$ cat src/rtl/contra_pkg.sv
// rtl/contra_pkg.sv - shared FSM encoding, width helpers and saturating subtract for contra_stretch
package contra_pkg;

  localparam logic [1:0] ST_IDLE = 2'd0;
  localparam logic [1:0] ST_DIV  = 2'd1;
  localparam logic [1:0] ST_LOAD = 2'd2;

  function automatic int gain_width(input int w, input int frac);
    return w + frac;
  endfunction

  function automatic int prod_width(input int w, input int frac);
    return 2 * w + frac;
  endfunction

  function automatic int clamp_max(input int w);
    return (1 << w) - 1;
  endfunction

  function automatic int unsigned sat_sub(input int unsigned a, input int unsigned b);
    return (a > b) ? a - b : 32'd0;
  endfunction

endpackage

$ cat src/rtl/contra_stretch_seq_divider.sv
// rtl/contra_stretch_seq_divider.sv - restoring divider, one quotient bit per cycle
// The dividend register doubles as the quotient register: bits shift out the top, quotient bits in the bottom.
module seq_divider #(
  parameter int N = 16,
  parameter int D = 8
) (
  input  logic         clk_i,
  input  logic         start_i,
  input  logic         abort_i,
  input  logic [N-1:0] dividend_i,
  input  logic [D-1:0] divisor_i,
  output logic [N-1:0] quot_o,
  output logic         done_o
);

  localparam int CW = $clog2(N);
  localparam logic [CW-1:0] LAST = CW'(N - 1);

  logic [N-1:0]  dq_q;
  logic [D-1:0]  dvs_q;
  logic [D-1:0]  rem_q;
  logic [D-1:0]  rem_d;
  logic [D:0]    trial;
  logic [CW-1:0] cnt_q;
  logic          run_q;
  logic          take;

  always_comb begin
    trial = {rem_q, dq_q[N-1]};
    take  = (trial >= {1'b0, dvs_q});
    rem_d = take ? D'(trial - {1'b0, dvs_q}) : D'(trial);
  end

  // A fixed cycle count means a zero divisor just yields all-ones, never a hang.
  always_ff @(posedge clk_i) begin
    if (abort_i) begin
      run_q <= 1'b0;
    end else if (start_i) begin
      dq_q  <= dividend_i;
      dvs_q <= divisor_i;
      rem_q <= '0;
      cnt_q <= '0;
      run_q <= 1'b1;
    end else if (run_q) begin
      dq_q  <= {dq_q[N-2:0], take};
      rem_q <= rem_d;
      cnt_q <= cnt_q + CW'(1);
      if (cnt_q == LAST) run_q <= 1'b0;
    end
  end

  assign quot_o = dq_q;
  assign done_o = run_q && (cnt_q == LAST);

endmodule

$ cat src/rtl/contra_stretch.sv
// rtl/contra_stretch.sv - per-frame min/max contrast stretcher with sequential gain divider
module contra_stretch
  import contra_pkg::*;
#(
  parameter int W         = 8,
  parameter int CH        = 1,
  parameter int FRAC      = 8,
  parameter int MIN_RANGE = 4,
  parameter int POLARITY  = 1
) (
  input  logic            iclk,
  input  logic            irst,
  input  logic            ien,
  input  logic [CH*W-1:0] idata,
  input  logic            ivs,
  input  logic            ihs,
  input  logic            ide,
  output logic [CH*W-1:0] odata,
  output logic            ovs,
  output logic            ohs,
  output logic            ode,
  output logic            obusy,
  output logic            oparam_valid
);

  localparam int GW    = gain_width(W, FRAC);
  localparam int PW    = prod_width(W, FRAC);
  localparam int PW1   = PW + 1;
  localparam int W1    = W + 1;
  localparam int CLAMP = clamp_max(W);
  localparam logic            POL      = (POLARITY != 0);
  localparam logic [GW-1:0]   DIVIDEND = {{W{1'b1}}, {FRAC{1'b0}}};
  localparam logic [PW:0]     ROUND    = PW1'(1) << (FRAC - 1);
  localparam logic [PW:0]     SAT      = PW1'(CLAMP);
  localparam logic [W-1:0]    SAT_W    = {W{1'b1}};
  localparam logic [W:0]      MIN_R    = W1'(MIN_RANGE);

  logic [1:0]    state_q, state_d;
  logic          prev_vs_q;
  logic          valid_q;
  logic          strobe;
  logic          load;
  logic [2:0]    vs_sr_q, hs_sr_q, de_sr_q;
  logic [CH-1:0] div_done;

  assign strobe       = (ivs == POL) && (prev_vs_q != POL);
  assign load         = (state_q == ST_LOAD) && !strobe;
  assign obusy        = (state_q != ST_IDLE);
  assign oparam_valid = valid_q;
  assign ovs          = vs_sr_q[2];
  assign ohs          = hs_sr_q[2];
  assign ode          = de_sr_q[2];

  // A strobe in any state restarts the divide from a fresh snapshot.
  always_comb begin
    state_d = state_q;
    case (state_q)
      ST_IDLE: if (strobe) state_d = ST_DIV;
      ST_DIV:  if (strobe) state_d = ST_DIV; else if (&div_done) state_d = ST_LOAD;
      ST_LOAD: state_d = strobe ? ST_DIV : ST_IDLE;
      default: state_d = ST_IDLE;
    endcase
  end

  always_ff @(posedge iclk) begin
    if (irst) begin
      state_q   <= ST_IDLE;
      prev_vs_q <= !POL;
      valid_q   <= 1'b0;
      vs_sr_q   <= '0;
      hs_sr_q   <= '0;
      de_sr_q   <= '0;
    end else begin
      state_q   <= state_d;
      prev_vs_q <= ivs;
      if (load) valid_q <= 1'b1;
      vs_sr_q   <= {vs_sr_q[1:0], ivs};
      hs_sr_q   <= {hs_sr_q[1:0], ihs};
      de_sr_q   <= {de_sr_q[1:0], ide};
    end
  end

  for (genvar c = 0; c < CH; c++) begin : g_ch
    logic [W-1:0]  pix;
    logic [W-1:0]  min_q, max_q, range_d, smin_q, amin_q;
    logic          sbyp_q, abyp_q;
    logic [GW-1:0] quot, again_q, g1_q;
    logic [W-1:0]  p1_q, n1_q, p2_q, out_q, stretched;
    logic          byp1_q, byp2_q;
    logic [PW-1:0] m_q;
    logic [PW:0]   rnd, shf;

    assign pix     = idata[c*W +: W];
    assign range_d = (max_q < min_q) ? '0 : max_q - min_q;

    always_ff @(posedge iclk) begin
      if (irst || strobe) begin
        min_q <= '1;
        max_q <= '0;
      end else if (ide) begin
        if (pix < min_q) min_q <= pix;
        if (pix > max_q) max_q <= pix;
      end
    end

    always_ff @(posedge iclk) begin
      if (irst) begin
        smin_q  <= '0;
        sbyp_q  <= 1'b1;
        amin_q  <= '0;
        again_q <= '0;
        abyp_q  <= 1'b1;
      end else begin
        if (strobe) begin
          smin_q <= min_q;
          sbyp_q <= ({1'b0, range_d} < MIN_R);
        end
        if (load) begin
          amin_q  <= smin_q;
          again_q <= quot;
          abyp_q  <= sbyp_q;
        end
      end
    end

    seq_divider #(.N(GW), .D(W)) u_div (
      .clk_i      (iclk),
      .start_i    (strobe),
      .abort_i    (irst),
      .dividend_i (DIVIDEND),
      .divisor_i  (range_d),
      .quot_o     (quot),
      .done_o     (div_done[c])
    );

    always_comb begin
      rnd       = {1'b0, m_q} + ROUND;
      shf       = rnd >> FRAC;
      stretched = (shf > SAT) ? SAT_W : shf[W-1:0];
    end

    // Gain and bypass are latched at S1 so in-flight pixels ignore a later load.
    always_ff @(posedge iclk) begin
      if (irst) begin
        p1_q   <= '0;
        n1_q   <= '0;
        g1_q   <= '0;
        byp1_q <= 1'b0;
        p2_q   <= '0;
        m_q    <= '0;
        byp2_q <= 1'b0;
        out_q  <= '0;
      end else begin
        p1_q   <= pix;
        n1_q   <= W'(sat_sub(32'(pix), 32'(amin_q)));
        g1_q   <= again_q;
        byp1_q <= !ien || abyp_q || !valid_q;
        p2_q   <= p1_q;
        m_q    <= PW'(n1_q) * PW'(g1_q);
        byp2_q <= byp1_q;
        out_q  <= byp2_q ? p2_q : stretched;
      end
    end

    assign odata[c*W +: W] = out_q;
  end

endmodule

$ cat config.mk
export PLATFORM = sky130hd
export DESIGN_NAME = contra_stretch
export DESIGN_NICKNAME = d
export VERILOG_FILES = /design/src/rtl/contra_pkg.sv /design/src/rtl/contra_stretch_seq_divider.sv /design/src/rtl/contra_stretch.sv
export SDC_FILE = /design/constraint.sdc
export NUM_CORES = 1
export LEC_CHECK = 0
export ABC_AREA = 1
export CAP_MARGIN = 10
export CORE_ASPECT_RATIO = 0.5
export CORE_MARGIN = 2
export CORE_UTILIZATION = 55
export CTS_CLUSTER_DIAMETER = 60
export CTS_CLUSTER_SIZE = 30
export DETAILED_ROUTE_END_ITERATION = 10
export HOLD_SLACK_MARGIN = 0.15
export PLACE_DENSITY = 0.77
export SLEW_MARGIN = 15
export SYNTH_ARGS = -nofsm -noshare
export SYNTH_HDL_FRONTEND = slang
export SYNTH_HIERARCHICAL = 1
export SYNTH_SLANG_ARGS = --single-unit
$ cat constraint.sdc
create_clock -name iclk -period 6.1 [get_ports iclk]
set_input_delay 0.61 -clock iclk [delete_from_list [all_inputs] [get_ports iclk]]
set_output_delay 0.61 -clock iclk [all_outputs]
set_load 0.005 [all_outputs]
==> reports/results.ini <==
[critical_path]
r2r_start = g_ch[0].n1_q[7]
worst_ep_required_time_ps = 6430
reg2reg_depth = 15
r2r_slack_ps = 1460
cp-end-kind = register
crit_fanout = 16
crit_type = reg -> reg
crit_start = g_ch[0].n1_q[7]
reg2reg_to = g_ch[0].m_q[12]
critPathArrivalTime_ps = 4970
crit_end = g_ch[0].m_q[12]
startpoint_type = register

[timing]
final.setup.worst_slack_ps = 1460
slew_headroom_pct = 29.8
fin_setup_tns_ps = 0
setup_violations = 0
worstMarginPinSlew_ps = 1050
fin_crit_ps = 4640
finalCritPeriodShare_pct = 76.0
hold_viol = 0
rsz0062_at_grt = false
finClkSkew_ps = 8.96
slew_violations = 0
clock.fmax_ghz = 0.216

[route]
drt_iter0_drc = 646
antenna_left = 0
via_per_inst = 5.15
drc_errors = 0
firstDrtPassIters = 7
wire_per_inst_um = 14.4
num_vias = 9676
drt-total-wl_um = 27100

[synthesis]
synth_area_leaders = dfxtp_1 22%, fa_1 15%, inv_1 11%
synth_warnings = 6
ys_types = 47
yosysTopAreaCellShare_pct = 22.0
synth_cells = 1583
syn_area_um2 = 11800
synth_top_area_cell = dfxtp_1
seq_area_frac_synth_pct = 31.2
synth_area_per_cell_um2 = 7.46
ys_ff_latch = 166

[floorplanning]
dieHeight_um = 108
die_x_um = 211
initial_utilization_pct = 56.8
die_area_um2 = 22700
fp-row-count = 37
core_area_um2 = 20800
ios = 27

[layout]
layout-drive-gt1-share_pct = 4.74
fin_nets = 1774
final_common_cell = inv_1
diodes = 0
final_cell_mix = 356 x inv_1, 335 x nand2_1, 166 x nor2_1
syn_to_final_growth_pct = 9.25

[clock_network]
cts_tree = built
cts_root_buf = clkbuf_16
cts_resized = 0
cts.sinks = 166
postCtsSetupBuffers = 0
cts.clk_slew.worst_paths_ps = 70
ctsHoldBuffers = 0
clk_path_buf_depth = 2
cts.htree.levels = 4
cts_inserted_buffers = 17
clk_latency_ps = 430

[placed_design]
numPortBuffers = 26
routabilityCongestion = 0.942
dpl.hpwl_um = 20700
place_ws_ps = 1450

[global_route]
grt_pass1_vias = 9911
grt_pass1_wl_um = 46000
grt_max_degree = 50
grt_antenna_before_repair = 0
overflow = 0
track_usage_pct = 25.4

[outcome]
outcome = finished, final reports clean

[min_path]
hold_class = reg -> reg
hold_depth = 2

[pwr]
power_density_nw_per_um2 = 205
leakage_nw = 7.14
ir_worst_vdd_uv = 210

[run]
maxCapViolCount = 0

area by class of cell:
cell class	instances	area (um2)
flip-flops and latches	166	3680
clock buffers	18	429
repair buffers	31	293
clock inverters	14	188
multi-input cells	1014	6610
well taps	273	342
inverters	362	1360
fillers	1747	7890
where the power goes:
| part | switching [mW] | internal (mW) |
|---|---|---|
| combinational | 0.200 | 0.112 |
| clock | 0.486 | 0.626 |
| sequential | 0.0444 | 1.18 |
logic make-up (layout without fill, tap and decap cells):
| group | count (synthesis) | count (layout) | synth area share (%) |
|---|---|---|---|
| AO/OA/AOI/OAI | 178 | 178 | 8.27 |
| XOR/XNOR | 11 | 11 | 0.816 |
| adder cells (fa/ha/maj) | 168 | 168 | 23.3 |
| buffers and inverters | 417 | 425 | 13.3 |
| flip-flops | 166 | 166 | 31.2 |
| other | 2 | 16 | 0.0636 |
| AND/OR/NAND/NOR | 641 | 641 | 23.1 |
metrics by stage:
stage	instance area, um2	cells	total power, mW	utilization (%)	hold WS (ps)
floorplan	11900	1597	1.46	-	388
global placement	12300	1846	1.53	59.1	390
detailed placement	12300	1846	1.55	59.1	393
CTS	12900	1878	2.66	62.1	403
global route	12900	1878	2.75	62.1	416
finish	12900	1878	2.65	62.1	402
layer usage:
metal	part of all wire, %	up-vias	GRT usage (%)
li1	-	4830	-
met4	2.9	0	9.05
met1	45	4509	31.3
met2	48	269	44.6
met5	0	-	0
met3	4.9	68	4.90
cells in the mapped netlist, drive strengths merged:
cell	instances
a211oi	3
a21boi	2
a21o	6
a21oi	95
a221oi	1
a31o	1
a31oi	1
and2	1
buf	10
clkbuf	45
clkinv	2
conb	2
dfxtp	130
edfxtp	36
fa	86
ha	82
inv	360
nand2	349
nand3	61
nand3b	4
nand4	32
nor2	174
nor3	7
nor3b	2
nor4	2
o2111ai	1
o21a	6
o21ai	58
o21bai	2
o221ai	1
o31a	1
or2	9
xnor2	5
xor2	6
sequential cells by signal, indices dropped and copies added, names as in the netlist, 2 cells and up:
register and cells:
g_ch.u_div/quot_o 16, g_ch.u_div/dvs_q 8, g_ch.n1_q 8, g_ch.smin_q 8, g_ch.p1_q 8, hs_sr_q 3
g_ch.m_q 17, odata 8, vs_sr_q 3, g_ch.p2_q 8, g_ch.amin_q 8, g_ch.u_div/cnt_q 4
g_ch.min_q 8, g_ch.u_div/rem_q 8, de_sr_q 3, g_ch.max_q 8, g_ch.again_q 16, state_q 2
g_ch.g1_q 16
worst min-delay path by stage:
stage | startpoint | to | slack, ps
2_1_floorplan | de_sr_q[0] | de_sr_q[1] | 390
3_3_place_gp | hs_sr_q[1] | hs_sr_q[2] | 390
3_5_place_dp | hs_sr_q[1] | hs_sr_q[2] | 390
4_1_cts | hs_sr_q[1] | hs_sr_q[2] | 400
5_1_grt | hs_sr_q[1] | hs_sr_q[2] | 420
6_report | hs_sr_q[1] | hs_sr_q[2] | 400
critical path, stage by stage (launching register included):
cell and delay [ps]:
dfxtp_1 740, nand2_1 160, fa_1 550, fa_1 550, inv_1 60, fa_1 540
inv_1 60, fa_1 530, inv_1 40, ha_1 360, a21o_1 210, nor2_1 170
o21ai_2 110, a21oi_1 190, nand2_1 70, a21oi_1 220
(Power assumes the default switching activity.)
